===== src/rtl/mio_pkg.sv =====
// Shared definitions for the memory/IO bus controller: FSM encoding,
// region-select default, timeout read value and counter width.
package mio_pkg;

   typedef enum logic [1:0] {
      IDLE    = 2'd0,
      RAM_ACC = 2'd1,
      PER_ACC = 2'd2,
      DONE    = 2'd3
   } mio_state_t;

   // Default value of addr[31:28] that selects the peripheral region
   localparam logic [3:0]  PERIPH_BASE_DEF = 4'hE;

   // Read value returned when a peripheral access times out
   localparam logic [31:0] ERR_RDATA = 32'h0000_0000;

   // Width of the shared wait-state counter
   localparam int CNT_W = 8;

   // True when the byte address falls in the peripheral region
   function automatic logic is_periph(input logic [31:0] a, input logic [3:0] base);
      return (a[31:28] == base);
   endfunction

endpackage


===== src/rtl/mio_bus_ctrl_if.sv =====
// CPU-side request/response bundle between the control unit (master)
// and the memory/IO bus controller (slave).
interface mio_bus_ctrl_if;

   logic        MemRead;
   logic        MemWrite;
   logic        CPU_MIO;
   logic [31:0] addr;
   logic [31:0] wdata;
   logic [31:0] rdata;
   logic        MIO_ready;
   logic        bus_err;

   modport master (
      output MemRead, MemWrite, CPU_MIO, addr, wdata,
      input  rdata, MIO_ready, bus_err
   );

   modport slave (
      input  MemRead, MemWrite, CPU_MIO, addr, wdata,
      output rdata, MIO_ready, bus_err
   );

endinterface


===== src/rtl/mio_wait_cnt.sv =====
// Wait-state counter shared by the RAM and peripheral access phases.
// Clear has priority over enable; hit flags that the count equals term.
module mio_wait_cnt
   import mio_pkg::*;
(
   input  logic             clk,
   input  logic             reset,
   input  logic             clr,
   input  logic             en,
   input  logic [CNT_W-1:0] term,
   output logic             hit
);

   logic [CNT_W-1:0] count_r;

   // Up-count while enabled, restart from zero on clear or reset
   always_ff @(posedge clk) begin
      if (reset) begin
         count_r <= 8'd0;
      end else if (clr) begin
         count_r <= 8'd0;
      end else if (en) begin
         count_r <= count_r + 8'd1;
      end else begin
         count_r <= count_r;
      end
   end

   assign hit = (count_r == term);

endmodule


===== src/rtl/mio_bus_ctrl.sv =====
// Memory/IO bus controller: accepts a CPU access, routes it to block RAM
// or the peripheral bus by address region, inserts wait states and
// returns read data with a single-cycle MIO_ready (and bus_err on timeout).
module mio_bus_ctrl
   import mio_pkg::*;
#(
   parameter int         RAM_WAIT    = 1,
   parameter int         RAM_AW      = 10,
   parameter int         TIMEOUT     = 16,
   parameter logic [3:0] PERIPH_BASE = PERIPH_BASE_DEF
)(
   input  logic              clk,
   input  logic              reset,
   mio_bus_ctrl_if.slave     cpu,
   output logic [RAM_AW-1:0] ram_addr,
   output logic              ram_we,
   output logic [31:0]       ram_din,
   input  logic [31:0]       ram_dout,
   output logic              per_req,
   output logic              per_we,
   output logic [31:0]       per_addr,
   output logic [31:0]       per_wdata,
   input  logic              per_ack,
   input  logic [31:0]       per_rdata
);

   // Terminal counts: last RAM wait cycle and last cycle before giving up
   localparam logic [CNT_W-1:0] RAM_TERM = CNT_W'(RAM_WAIT - 1);
   localparam logic [CNT_W-1:0] PER_TERM = CNT_W'(TIMEOUT - 1);

   mio_state_t       state_r;
   logic             write_r;
   logic [31:0]      rdata_r;
   logic             ready_r;
   logic             err_r;

   logic             req_s;
   logic             cnt_clr_s;
   logic             cnt_en_s;
   logic [CNT_W-1:0] cnt_term_s;
   logic             cnt_hit_s;

   assign req_s = cpu.CPU_MIO & (cpu.MemRead | cpu.MemWrite);

   // Counter control: cleared while waiting for a request, running during access
   always_comb begin
      cnt_clr_s  = 1'b1;
      cnt_en_s   = 1'b0;
      cnt_term_s = RAM_TERM;
      case (state_r)
         RAM_ACC: begin
            cnt_clr_s  = 1'b0;
            cnt_en_s   = 1'b1;
            cnt_term_s = RAM_TERM;
         end
         PER_ACC: begin
            cnt_clr_s  = 1'b0;
            cnt_en_s   = 1'b1;
            cnt_term_s = PER_TERM;
         end
         default: begin
            cnt_clr_s  = 1'b1;
            cnt_en_s   = 1'b0;
            cnt_term_s = RAM_TERM;
         end
      endcase
   end

   mio_wait_cnt u_wait_cnt (
      .clk   (clk),
      .reset (reset),
      .clr   (cnt_clr_s),
      .en    (cnt_en_s),
      .term  (cnt_term_s),
      .hit   (cnt_hit_s)
   );

   // Access sequencer; every bus-facing output is registered here
   always_ff @(posedge clk) begin
      if (reset) begin
         state_r   <= IDLE;
         write_r   <= 1'b0;
         rdata_r   <= 32'h0000_0000;
         ready_r   <= 1'b0;
         err_r     <= 1'b0;
         ram_addr  <= '0;
         ram_we    <= 1'b0;
         ram_din   <= 32'h0000_0000;
         per_req   <= 1'b0;
         per_we    <= 1'b0;
         per_addr  <= 32'h0000_0000;
         per_wdata <= 32'h0000_0000;
      end else begin
         // Single-cycle strobes fall back low unless re-armed below
         ram_we  <= 1'b0;
         ready_r <= 1'b0;
         err_r   <= 1'b0;
         case (state_r)
            IDLE: begin
               if (req_s) begin
                  // A simultaneous read+write request is treated as a write
                  write_r <= cpu.MemWrite;
                  if (is_periph(cpu.addr, PERIPH_BASE)) begin
                     state_r   <= PER_ACC;
                     per_req   <= 1'b1;
                     per_we    <= cpu.MemWrite;
                     per_addr  <= cpu.addr;
                     per_wdata <= cpu.wdata;
                  end else begin
                     state_r   <= RAM_ACC;
                     ram_we    <= cpu.MemWrite;
                     ram_addr  <= cpu.addr[RAM_AW+1:2];
                     ram_din   <= cpu.wdata;
                  end
               end else begin
                  state_r <= IDLE;
               end
            end
            RAM_ACC: begin
               if (cnt_hit_s) begin
                  if (!write_r) begin
                     rdata_r <= ram_dout;
                  end else begin
                     rdata_r <= rdata_r;
                  end
                  ready_r <= 1'b1;
                  state_r <= DONE;
               end else begin
                  state_r <= RAM_ACC;
               end
            end
            PER_ACC: begin
               // Ack is checked first so a last-cycle ack is not an error
               if (per_ack) begin
                  if (!write_r) begin
                     rdata_r <= per_rdata;
                  end else begin
                     rdata_r <= rdata_r;
                  end
                  per_req <= 1'b0;
                  per_we  <= 1'b0;
                  ready_r <= 1'b1;
                  state_r <= DONE;
               end else if (cnt_hit_s) begin
                  rdata_r <= ERR_RDATA;
                  err_r   <= 1'b1;
                  per_req <= 1'b0;
                  per_we  <= 1'b0;
                  ready_r <= 1'b1;
                  state_r <= DONE;
               end else begin
                  state_r <= PER_ACC;
               end
            end
            DONE: begin
               // Requests seen here are ignored; one idle cycle before next accept
               state_r <= IDLE;
            end
            default: begin
               state_r <= IDLE;
            end
         endcase
      end
   end

   assign cpu.rdata     = rdata_r;
   assign cpu.MIO_ready = ready_r;
   assign cpu.bus_err   = err_r;

endmodule


===== src/flat_wrapper.sv =====
// flat-port wrapper written by rule: the top's interface ports become plain ports
module mio_bus_ctrl_flat import mio_pkg::*;
#(
   parameter int         RAM_WAIT    = 1,
   parameter int         RAM_AW      = 10,
   parameter int         TIMEOUT     = 16,
   parameter logic [3:0] PERIPH_BASE = PERIPH_BASE_DEF
)
  (clk, reset, ram_addr, ram_we, ram_din, ram_dout, per_req, per_we, per_addr, per_wdata, per_ack, per_rdata, cpu_MemRead, cpu_MemWrite, cpu_CPU_MIO, cpu_addr, cpu_wdata, cpu_rdata, cpu_MIO_ready, cpu_bus_err);
  mio_bus_ctrl_if cpu_i ();
  input  logic clk;
  input  logic reset;
  output logic [RAM_AW-1:0] ram_addr;
  output logic ram_we;
  output logic [31:0] ram_din;
  input  logic [31:0] ram_dout;
  output logic per_req;
  output logic per_we;
  output logic [31:0] per_addr;
  output logic [31:0] per_wdata;
  input  logic per_ack;
  input  logic [31:0] per_rdata;
  input wire logic [$bits(cpu_i.MemRead)-1:0] cpu_MemRead;
  input wire logic [$bits(cpu_i.MemWrite)-1:0] cpu_MemWrite;
  input wire logic [$bits(cpu_i.CPU_MIO)-1:0] cpu_CPU_MIO;
  input wire logic [$bits(cpu_i.addr)-1:0] cpu_addr;
  input wire logic [$bits(cpu_i.wdata)-1:0] cpu_wdata;
  output wire logic [$bits(cpu_i.rdata)-1:0] cpu_rdata;
  output wire logic [$bits(cpu_i.MIO_ready)-1:0] cpu_MIO_ready;
  output wire logic [$bits(cpu_i.bus_err)-1:0] cpu_bus_err;
  assign cpu_i.MemRead = cpu_MemRead;
  assign cpu_i.MemWrite = cpu_MemWrite;
  assign cpu_i.CPU_MIO = cpu_CPU_MIO;
  assign cpu_i.addr = cpu_addr;
  assign cpu_i.wdata = cpu_wdata;
  assign cpu_rdata = cpu_i.rdata;
  assign cpu_MIO_ready = cpu_i.MIO_ready;
  assign cpu_bus_err = cpu_i.bus_err;
  mio_bus_ctrl #(.RAM_WAIT(RAM_WAIT), .RAM_AW(RAM_AW), .TIMEOUT(TIMEOUT), .PERIPH_BASE(PERIPH_BASE)) u_core (.clk(clk), .reset(reset), .cpu(cpu_i), .ram_addr(ram_addr), .ram_we(ram_we), .ram_din(ram_din), .ram_dout(ram_dout), .per_req(per_req), .per_we(per_we), .per_addr(per_addr), .per_wdata(per_wdata), .per_ack(per_ack), .per_rdata(per_rdata));
endmodule

===== config.mk =====
export PLATFORM = sky130hd
export DESIGN_NAME = mio_bus_ctrl_flat
export DESIGN_NICKNAME = d
export VERILOG_FILES = /design/src/rtl/mio_pkg.sv /design/src/rtl/mio_bus_ctrl_if.sv /design/src/rtl/mio_wait_cnt.sv /design/src/rtl/mio_bus_ctrl.sv /design/src/flat_wrapper.sv
export SDC_FILE = /design/constraint.sdc
export NUM_CORES = 1
export LEC_CHECK = 0
export ABC_AREA = 1
export BUFFER_PORTS_ARGS = -buffer_cell sky130_fd_sc_hd__buf_2
export CAP_MARGIN = 40
export CORE_MARGIN = 2
export CORE_UTILIZATION = 48
export DETAILED_ROUTE_END_ITERATION = 6
export GPL_TIMING_DRIVEN = 0
export PLACE_DENSITY = 0.79
export SYNTH_ARGS = -nofsm -noshare
export SYNTH_HDL_FRONTEND = slang
export SYNTH_HIERARCHICAL = 1
export SYNTH_SLANG_ARGS = --single-unit

===== constraint.sdc =====
create_clock -name clk -period 2.7 [get_ports clk]
set_input_delay 0.675 -clock clk [delete_from_list [all_inputs] [get_ports clk]]
set_output_delay 0.675 -clock clk [all_outputs]
set_load 0.005 [all_outputs]

==> reports/metrics.csv, run 1 <==
metric;value;unit
IO Pins;277;
portion of total power attributed to combinational logic;21.8;%
Max Clk Rate;425;MHz
proportion of synthesized chip area in sequential cells;48.2;%
worst clock skew on the final layout;0.00978;ns
type of the most critical hold path;reg -> reg;
number of buffers added by the clock tree synthesis step;17;
Final Total Pwr;6.35;mW
RR Startpoint;u_core/state_r[0]$_SDFF_PP0_;
footprint of the flip-flops and latches;3080;um2
launching element type of the critical path;flip-flop;
placed cell count;1388;
required time of the worst setup path;3.01;ns
vias in the first global route;6346;
standard-cell row count;42;
initial detailed-routing violation count;311;
FILL cells;1241;
number of cells in the finished layout apart from fillers;1417;
share of the clock period used by the worst path after layout;87.2;%
Static Leakage;4.46;nW
Area growth syn-to-layout;34.6;%
fraction of the core area covered by cells at the end of the flow;65.5;%
slew of the pin with the lowest slew margin;0.591;ns
Max IR drop VDD;0.000490;V
Cell Int Power;4.51;mW
average wire per standard cell;13.0;um
switching power;1.84;mW
flip-flop and latch count after synthesis;154;
initial cell density of the core;48.7;%
largest net degree at the start of global routing;17;
number of synthesized flops with an enable pin;0;
Residual DRC;0;
setup repair after global routing missed its margin;no;
final setup fails;0;
share of power burned in the clock network;36.8;%
sequential cell fraction of total power;41.4;%
crit path from;u_core/state_r[0]$_SDFF_PP0_;
element type at the critical path end;flip-flop;
core region area;13100;um2
Final TNS setup;0;ns
mean number of vias per cell;4.74;
clock transition at the registers of the reported paths;0.05;ns
die area;14300;um2
Worst R2R Path Depth;14;
first-pass GRT wire length;29.5;mm
gr ovfl total;0;
ANT cells;0;
Post-DP HPWL;13.7;mm
result of the run;finished, final reports clean;
antenna violations before repair;0;
distinct cell type count of the synthesized netlist;25;
switching part of the total power;29.0;%
global placer's final weighted congestion;0.845;
normalized max-slew margin;60.6;%
total vias in the final route;6713;
instance area after placement;8020;um2
Synth Area per Inst;6.88;um2
total clock sinks;154;
first drt pass iteration count;5;
power per cell area;737;nW/um2
commonest register cell after synthesis;dfxtp_1;
clock buffer depth;2;
Yosys Warn Count;6;
count of max-cap constraint violations;0;
Setup CP Type;reg -> reg;
Clk Tree Root Cell;clkbuf_16;
peak fanout along the critical path;11;
CTS tree;built;
combined area of all synthesized cells;6400;um2
height of the die;119;um
number of hold-repair buffers added at the cts stage;0;
minimum setup slack among reg-to-reg paths;0.35;ns
endpoint arrival time on the critical path;2.66;ns
number of failing hold endpoints at the final stage;0;
clock insertion delay at the later pin of the skew report;0.42;ns
count of antenna-violating nets left after detailed routing;0;
share of cells above drive strength 1;27.3;%
max-slew violations;0;
number of H-tree levels;4;
clock period minus final worst setup slack;2.35;ns
global routing usage summed across all routing layers;25.9;%
x dimension of the die;119;um
routed wire length;18.5;mm
cell count after synthesis;930;
Port Buffer Count;275;
# nets final;1372;
async set-reset flop share out of synthesis;0;%
R2R Path End;u_core/cpu.rdata[21]$_SDFFE_PP0P_;
multi-input combinational cell area;2840;um2
post-route design area;8610;um2
end point of the critical path;u_core/cpu.rdata[21]$_SDFFE_PP0P_;
cell count of the worst hold path;2;
[through the flow]
stage	worst slack [ns]	hold WS [ns]
global placement	0.272	0.430
floorplan	0.702	0.441
global route	0.0589	0.485
CTS	0.114	0.445
finish	0.345	0.442
detailed placement	0.179	0.436
[per-layer routing]
metal | wire, um | GRT usage [%] | part of all wire, % | vias up
li1 | - | - | - | 3458
met1 | 7250 | 27.9 | 39 | 2957
met2 | 9190 | 46.8 | 50 | 271
met3 | 1700 | 9.00 | 9.2 | 27
met4 | 331 | 9.41 | 1.8 | 0
met5 | 0 | 0 | 0 | -
[cells in the mapped netlist, types with 2 or more instances]
cell / count / area share [%]
nor2_1: 301 / 18
nand2_1: 181 / 11
dfxtp_1: 154 / 48
o21ai_0: 106 / 8.3
inv_1: 60 / 3.5
nand3_1: 39 / 3.1
clkbuf_1: 30 / 1.8
a21oi_1: 11 / 0.86
buf_2: 10 / 0.78
ha_1: 7 / 1.4
buf_6: 6 / 1.1
buf_4: 5 / 0.59
nand2_2: 4 / 0.39
buf_1: 2 / 0.12
inv_2: 2 / 0.12
nand3_2: 2 / 0.31
nor3_1: 2 / 0.16
[timing repair]
action / 4_1_cts / 5_1_grt
buffers inserted: 0 / 0
resized for setup: 0 / 3
endpoints found under the setup margin: 0 / 32
[layout by cell type, fill, tap and decap left out, types with 3 or more instances in the layout]
cell / count
a21oi_1: 11
buf_2: 285
buf_4: 5
buf_6: 6
clkbuf_1: 32
clkbuf_16: 17
clkbuf_8: 4
clkinv_4: 3
conb_1: 8
dfxtp_1: 154
ha_1: 6
inv_1: 60
nand2_1: 181
nand2_2: 4
nand3_1: 39
nor2_1: 300
o21ai_0: 106
[power groups by stage]
stage          Clock, mW  Combinational [mW]  Sequential (mW)
5_1_grt             2.46                1.58             2.66
2_1_floorplan          0               0.805             2.70
3_3_place_gp           0                1.35             2.67
3_5_place_dp           0                1.37             2.68
4_1_cts             2.37                1.38             2.63
6_report            2.34                1.38             2.63
[logic make-up (layout without fill, tap and decap cells)]
family	after synthesis	after routing	share of synthesized area, %
DFF	154	154	48.2
other	1	8	0.0586
buffers and inverters	116	420	8.08
adders and majority gates	7	7	1.37
AOI/OAI and AO/OA	119	119	9.37
and+or+nand+nor	533	533	32.9
[critical path, cell delays in order, from the launching register on]
cell	delay, ns
dfxtp_1	0.32
inv_1	0.13
ha_2	0.32
nand2_1	0.11
inv_1	0.09
nor2_1	0.04
nor2_1	0.12
nand2_1	0.08
nor2_2	0.19
nand2_1	0.07
o21ai_1	0.14
nand4_4	0.19
buf_2	0.24
nor2_1	0.13
nor2_1	0.06
[state kept, by name, summed over array words and instances (netlist names)]
| register | cells |
|---|---|
| u_core/cpu.bus_err | 1 |
| u_core/ram_din | 32 |
| u_core/per_wdata | 32 |
| u_core/ram_addr | 10 |
| u_core/per_addr | 32 |
| u_core/cpu.rdata | 32 |
| u_core/write_r | 1 |
| u_core/u_wait_cnt/count_r | 8 |
| u_core/per_we | 1 |
| u_core/state_r | 2 |
| u_core/cpu.MIO_ready | 1 |
| u_core/per_req | 1 |
| u_core/ram_we | 1 |
[final cells by class]
type	count	share of cell area, %
sequential	154	35.8
clock buffer	23	5.67
tap	176	2.56
multi-input combinational	667	32.9
clock inverter	6	1.05
buffer	53	3.20
timing repair buffer	275	16.0
inverter	63	2.80
[worst min-delay path by stage]
stage | from | endpoint | slack, ns
6_report | u_core/per_addr[28]$_SDFFE_PP0P_ | u_core/per_addr[28]$_SDFFE_PP0P_ | 0.44
2_1_floorplan | u_core/per_addr[28]$_SDFFE_PP0P_ | u_core/per_addr[28]$_SDFFE_PP0P_ | 0.44
4_1_cts | u_core/per_addr[28]$_SDFFE_PP0P_ | u_core/per_addr[28]$_SDFFE_PP0P_ | 0.45
3_5_place_dp | u_core/per_addr[28]$_SDFFE_PP0P_ | u_core/per_addr[28]$_SDFFE_PP0P_ | 0.44
3_3_place_gp | u_core/per_addr[28]$_SDFFE_PP0P_ | u_core/per_addr[28]$_SDFFE_PP0P_ | 0.43
5_1_grt | u_core/per_addr[28]$_SDFFE_PP0P_ | u_core/per_addr[28]$_SDFFE_PP0P_ | 0.48
Power figures use the tool's default switching activity.
==> run 2: changes to the inputs <==
- ABC_AREA: 1 -> unset
- CORE_UTILIZATION: 48 -> 49
==> run 2 against run 1 <==
Effect of this change: clock-buffer cell count unchanged; sequential share of layout area down 1.6 points; clock power about the same; sequential cell count unchanged; via count up 4.2%; fmax down 7.4%; wire length up 17%; critical path depth down 5; combinational power down 7%; critical endpoint is now u_core/cpu.rdata[20]$_SDFFE_PP0P_; die area up 4.1%.
==> reports/metrics.csv, run 2 <==
metric;value;unit;change
list of most frequent post-synthesis cells;154 x dfxtp_1, 140 x a21oi_1, 138 x nand3_1, 106 x o21ai_0, 62 x clkbuf_1;;
post-route design area;9020;um2;+4.7%
share of cells above drive strength 1;32.6;%;+5.3 points
Final TNS setup;0;ns;unchanged
power per cell area;681;nW/um2;-7.7%
cell type contributing the most total cell area after synthesis;dfxtp_1;;
instance area after placement;8420;um2;+5.0%
element type at the critical path end;flip-flop;;
global routing usage summed across all routing layers;28.3;%;+2.4 points
Max Clk Rate;393;MHz;-7.4%
number of buffers added by the clock tree synthesis step;17;;unchanged
height of the die;122;um;+2.0%
Worst R2R Path Depth;9;;-5
setup repair after global routing missed its margin;no;;
count of antenna-violating nets left after detailed routing;0;;unchanged
x dimension of the die;122;um;+2.0%
multi-input combinational cell area;3370;um2;+19%
total vias in the final route;6996;;+4.2%
clock period minus final worst setup slack;2.54;ns;+0.187 ns
max-slew violations;0;;unchanged
normalized max-slew margin;56.8;%;-3.8 points
CTS tree;built;;
number of failing hold endpoints at the final stage;0;;unchanged
number of synthesized flops with an enable pin;0;;unchanged
routed wire length;21.6;mm;+17%
FILL cells;1210;;-2.5%
footprint of the flip-flops and latches;3080;um2;unchanged
Max IR drop VDD;0.000480;V;-2.0%
Clk Tree Root Cell;clkbuf_16;;
top-area cell type share of the netlist area;45.3;%;-2.9 points
final setup fails;0;;unchanged
largest net degree at the start of global routing;17;;unchanged
most frequent standard cell in the layout excluding fill and tap cells;buf_2;;
Residual DRC;0;;unchanged
endpoint of the worst hold path;u_core/per_addr[28]$_SDFFE_PP0P_;;
R2R Path End;u_core/cpu.rdata[20]$_SDFFE_PP0P_;;
share of the clock period used by the worst path after layout;94.1;%;+6.9 points
mean number of vias per cell;5.45;;+15%
cell count after synthesis;794;;-15%
leading cell types in the layout, fill and taps excluded;286 x buf_2, 154 x dfxtp_1, 140 x a21oi_1;;
IO Pins;277;;unchanged
type of the most critical hold path;reg -> reg;;
total clock sinks;154;;unchanged
Post-DP HPWL;15.8;mm;+15%
number of H-tree levels;4;;unchanged
gr ovfl total;0;;unchanged
Yosys Warn Count;6;;unchanged
minimum setup slack among reg-to-reg paths;0.16;ns;-0.19 ns
source of the worst hold timing path;u_core/per_addr[28]$_SDFFE_PP0P_;;
RR Startpoint;u_core/state_r[0]$_SDFF_PP0_;;
core region area;13700;um2;+4.4%
Setup CP Type;reg -> reg;;
Static Leakage;4.00;nW;-10%
initial cell density of the core;49.6;%;+0.92 points
clock transition at the registers of the reported paths;0.06;ns;about the same
setup slack at placement;-0.0940;ns;-0.273 ns
cell count of the worst hold path;1;;-1
vias in the first global route;6530;;+2.9%
antenna violations before repair;2;;+2
clock insertion delay at the later pin of the skew report;0.42;ns;about the same
first drt pass iteration count;5;;unchanged
commonest register cell after synthesis;dfxtp_1;;
Area growth syn-to-layout;32.5;%;
fraction of the core area covered by cells at the end of the flow;65.7;%;+0.19 points
async set-reset flop share out of synthesis;0;%;unchanged
Port Buffer Count;275;;unchanged
# nets final;1232;;-10%
required time of the worst setup path;3.01;ns;about the same
endpoint arrival time on the critical path;2.85;ns;+0.19 ns
dominant cell by count in the synthesized netlist;dfxtp_1;;
die area;14800;um2;+4.1%
initial detailed-routing violation count;506;;+63%
top post-synthesis cells by area;dfxtp_1 45%, a21oi_1 10%, nand3_1 10%;;
Synth Area per Inst;8.57;um2;+25%
slew of the pin with the lowest slew margin;0.648;ns;+0.0567 ns
placed cell count;1252;;-9.8%
post-route worst setup slack;0.158;ns;-0.187 ns
crit path from;u_core/state_r[0]$_SDFF_PP0_;;
number of cells in the finished layout apart from fillers;1283;;-9.5%
combined area of all synthesized cells;6810;um2;+6.4%
flip-flop and latch count after synthesis;154;;unchanged
launching element type of the critical path;flip-flop;;
distinct cell type count of the synthesized netlist;42;;+68%
number of hold-repair buffers added at the cts stage;0;;unchanged
worst clock skew on the final layout;0.00650;ns;-0.00327 ns
global placer's final weighted congestion;0.846;;about the same
proportion of synthesized chip area in sequential cells;45.3;%;-2.9 points
peak fanout along the critical path;10;;-1
buffers inserted by post-CTS timing repair;0;;unchanged
clock buffer depth;2;;unchanged
count of max-cap constraint violations;0;;unchanged
first-pass GRT wire length;32.8;mm;+11%
standard-cell row count;43;;+2.4%
average wire per standard cell;16.8;um;+29%
result of the run;finished, final reports clean;;
==> run 2: changes by cell type in the layout (fill, tap and decap cells not counted), sizes merged, moves of 33 or more <==
cell    delta
nand2    -182
inv       -58
clkbuf    +33
nand3     +97
a21oi    +128
nand2b    +34
nor2     -289
==> run 2: cells by family after synthesis <==
| group | after synthesis | share of synthesized area, % |
|---|---|---|
| compound gates | 262 | 20.2 |
| xor+xnor | 12 | 1.54 |
| fa+ha+maj | 7 | 1.29 |
| buf+inv | 87 | 5.52 |
| flops | 154 | 45.3 |
| mux | 34 | 7.24 |
| other cells | 1 | 0.0551 |
| simple gates | 237 | 18.9 |
==> run 2: what timing repair did <==
item	CTS	global route
hold endpoints to repair	0	0
setup endpoints to repair	30	31
resized for setup	1	2
==> run 2: worst max path at each step <==
stage | to | slack [ns] | cells past startpoint
after global placement | u_core/cpu.rdata[11]$_SDFFE_PP0P_ | -0.03 | 9
after global routing | u_core/cpu.rdata[26]$_SDFFE_PP0P_ | 0.008 | 9
after CTS | u_core/cpu.rdata[20]$_SDFFE_PP0P_ | 0.009 | 9
final | u_core/cpu.rdata[20]$_SDFFE_PP0P_ | 0.16 | 9
after floorplan | u_core/cpu.rdata[10]$_SDFFE_PP0P_ | 0.32 | 9
after detailed placement | u_core/cpu.rdata[13]$_SDFFE_PP0P_ | -0.09 | 9
==> run 2: layout make-up <==
cell class	instances	area share, %
multi-input combinational	556	37.3
sequential	154	34.2
timing repair buffer	275	15.3
clock buffer	23	5.52
buffer	83	4.00
tap	180	2.50
clock inverter	7	0.999
inverter	4	0.166
antenna	1	0.0277
==> run 2: worst max-delay path, stage by stage (launching register included) <==
cell and delay, ns:
dfxtp_1 0.32, inv_1 0.14, ha_2 0.34, xnor2_1 0.15, nand4_1 0.16, nor2_4 0.21, nor2_1 0.12, a221o_2 0.49
buf_6 0.20, mux2_4 0.30
==> run 2: power by group <==
| group | total (mW) | leakage [nW] | internal, mW | switching [mW] |
|---|---|---|---|---|
| clock network | 2.37 | 0.287 | 1.47 | 0.900 |
| logic | 1.29 | 2.46 | 0.545 | 0.741 |
| registers | 2.49 | 1.25 | 2.42 | 0.0684 |
| total | 6.14 | 4.00 | 4.43 | 1.71 |
==> run 2: stage by stage <==
step | hold WS [ns] | total power [mW]
3_3_place_gp | 0.446 | 3.78
5_1_grt | 0.484 | 6.41
2_1_floorplan | 0.455 | 3.32
3_5_place_dp | 0.454 | 3.80
6_report | 0.460 | 6.14
4_1_cts | 0.463 | 6.17
==> run 2: routing by layer <==
layer | global-route usage [%] | vias to the layer above | share of wire (%)
li1 | - | 3405 | -
met1 | 33.4 | 3225 | 39
met2 | 48.1 | 328 | 48
met3 | 8.90 | 38 | 9.9
met4 | 10.8 | 0 | 2.6
met5 | 0 | - | 0
==> run 3: changes to the inputs <==
- CORE_UTILIZATION: 49 -> 42
- GPL_ROUTABILITY_DRIVEN: unset -> 0
- PLACE_DENSITY: 0.79 -> 0.69
==> run 3 against run 2 <==
Effect of this change: combinational power about the same; highest routed layer unchanged; sequential share of layout area decreased by 0.17 points; cell area increased by 0.49%; critical path depth unchanged; worst setup slack improved by 0.059 ns; non-clock buffer count unchanged.
==> reports/metrics.csv, run 3 (synthesized netlist as in run 2, its figures left out) <==
metric;value;unit;change
Residual DRC;0;;unchanged
post-route worst setup slack;0.217;ns;+0.0587 ns
Port Buffer Count;275;;unchanged
average wire per standard cell;17.0;um;+1.0%
Final Total Pwr;6.18;mW;+0.66%
CTS tree;built;;
leading cell types in the layout, fill and taps excluded;286 x buf_2, 154 x dfxtp_1, 140 x a21oi_1;;
switching part of the total power;28.6;%;+0.76 points
first drt pass iteration count;5;;unchanged
buffers inserted by post-CTS timing repair;0;;unchanged
power per cell area;682;nW/um2;+0.17%
total clock sinks;154;;unchanged
Max Clk Rate;403;MHz;+2.4%
IO Pins;277;;unchanged
Setup CP Type;reg -> reg;;
launching element type of the critical path;flip-flop;;
slew of the pin with the lowest slew margin;0.672;ns;+0.0241 ns
standard-cell row count;46;;+7.0%
count of antenna-violating nets left after detailed routing;0;;unchanged
worst clock skew on the final layout;0.00685;ns;+0.000350 ns
mean number of vias per cell;5.34;;-2.0%
first-pass GRT wire length;35.5;mm;+8.4%
setup repair after global routing missed its margin;no;;
Clk Tree Root Cell;clkbuf_16;;
final setup fails;0;;unchanged
sequential cell fraction of total power;40.3;%;-0.2 points
element type at the critical path end;flip-flop;;
most frequent standard cell in the layout excluding fill and tap cells;buf_2;;
Cell Int Power;4.41;mW;-0.41%
x dimension of the die;131;um;+7.7%
routed wire length;22.4;mm;+3.8%
vias in the first global route;6636;;+1.6%
endpoint arrival time on the critical path;2.78;ns;-0.07 ns
share of power burned in the clock network;38.7;%;about the same
Final TNS setup;0;ns;unchanged
Area growth syn-to-layout;33.2;%;
total vias in the final route;7041;;+0.64%
Post-DP HPWL;16.5;mm;+4.6%
type of the most critical hold path;reg -> reg;;
count of max-cap constraint violations;0;;unchanged
normalized max-slew margin;55.2;%;-1.6 points
height of the die;131;um;+7.7%
FILL cells;1524;;+26%
switching power;1.77;mW;+3.4%
Max IR drop VDD;0.000433;V;-9.8%
required time of the worst setup path;3.00;ns;about the same
clock buffer depth;2;;unchanged
number of buffers added by the clock tree synthesis step;17;;unchanged
initial detailed-routing violation count;432;;-15%
share of cells above drive strength 1;32.5;%;-0.091 points
# nets final;1232;;unchanged
result of the run;finished, final reports clean;;
share of the clock period used by the worst path after layout;92.0;%;-2.2 points
antenna violations before repair;0;;-2
setup slack at placement;-0.105;ns;-0.0113 ns
max-slew violations;0;;unchanged
global routing usage summed across all routing layers;25.4;%;-2.8 points
Static Leakage;3.99;nW;-0.13%
clock insertion delay at the later pin of the skew report;0.42;ns;about the same
clock period minus final worst setup slack;2.48;ns;-0.0587 ns
gr ovfl total;0;;unchanged
clock transition at the registers of the reported paths;0.06;ns;about the same
die area;17200;um2;+16%
core region area;15900;um2;+16%
largest net degree at the start of global routing;17;;unchanged
peak fanout along the critical path;10;;unchanged
ANT cells;0;;-1
initial cell density of the core;42.8;%;-6.8 points
number of failing hold endpoints at the final stage;0;;unchanged
number of H-tree levels;4;;unchanged
portion of total power attributed to combinational logic;21.0;%;about the same
## run 3: cell count changes in the layout (fill, tap and decap cells not counted)
cell	delta
bufinv_16	+1
clkbuf_1	+1
clkbuf_8	-5
diode_2	-1
ha_2	-1
ha_4	+1
inv_6	+3
## run 3: layer usage
| metal | GRT usage, % | up-vias | part of all wire (%) |
|---|---|---|---|
| li1 | - | 3406 | - |
| met3 | 6.87 | 43 | 7.7 |
| met5 | 0 | - | 0 |
| met4 | 10.4 | 0 | 2.8 |
| met1 | 32.1 | 3290 | 43 |
| met2 | 41.2 | 302 | 47 |
## run 3: timing repair
item,4_1_cts,5_1_grt
hold buffers,0,0
endpoints found under the setup margin,30,30
resized for setup,2,2
cloned,0,0
endpoints found under the hold margin,0,0
## run 3: layout make-up
class,instances,area (um2),share of cell area (%)
plain buffers,83,360,3.98
clock buffers,19,433,4.78
flip-flops and latches,154,3080,34.0
well taps,216,270,2.98
inverters,4,15.0,0.166
clock inverters,11,146,1.62
repair buffers,275,1380,15.2
multi-input cells,556,3380,37.3
## run 3: power groups by stage
| stage | logic (mW) | registers, mW | clock network [mW] |
|---|---|---|---|
| 6_report | 1.30 | 2.49 | 2.39 |
| 3_3_place_gp | 1.27 | 2.53 | 0 |
| 3_5_place_dp | 1.27 | 2.54 | 0 |
| 4_1_cts | 1.29 | 2.49 | 2.44 |
| 5_1_grt | 1.43 | 2.50 | 2.55 |
| 2_1_floorplan | 0.776 | 2.54 | 0 |
## run 3: worst paths after layout
| check | from | end | slack (ns) | cells after the start |
|---|---|---|---|---|
| worst min-delay path | u_core/per_addr[28]$_SDFFE_PP0P_ | u_core/per_addr[28]$_SDFFE_PP0P_ | 0.46 | 1 |
| worst min register to register | u_core/per_addr[28]$_SDFFE_PP0P_ | u_core/per_addr[28]$_SDFFE_PP0P_ | 0.46 | 1 |
| worst max register to register | u_core/state_r[0]$_SDFF_PP0_ | u_core/cpu.rdata[30]$_SDFFE_PP0P_ | 0.22 | 9 |
| worst max-delay path | u_core/state_r[0]$_SDFF_PP0_ | u_core/cpu.rdata[30]$_SDFFE_PP0P_ | 0.22 | 9 |
## run 3: critical path, cell delays in order, from the launching register on
cell and delay, ns:
dfxtp_1 0.33, inv_1 0.18, ha_4 0.24, xnor2_1 0.13
nand4_1 0.17, nor2_4 0.21, nor2_1 0.12, a221o_2 0.48
buf_6 0.19, mux2_4 0.31
## run 3: per-stage QoR
stage	util, %	std cells	hold WS, ns	cell area [um2]
floorplan	-	797	0.455	6820
global placement	53.3	1288	0.447	8460
detailed placement	53.3	1288	0.455	8460
CTS	57.0	1318	0.463	9050
global route	57.0	1318	0.483	9060
finish	57.0	1318	0.461	9060
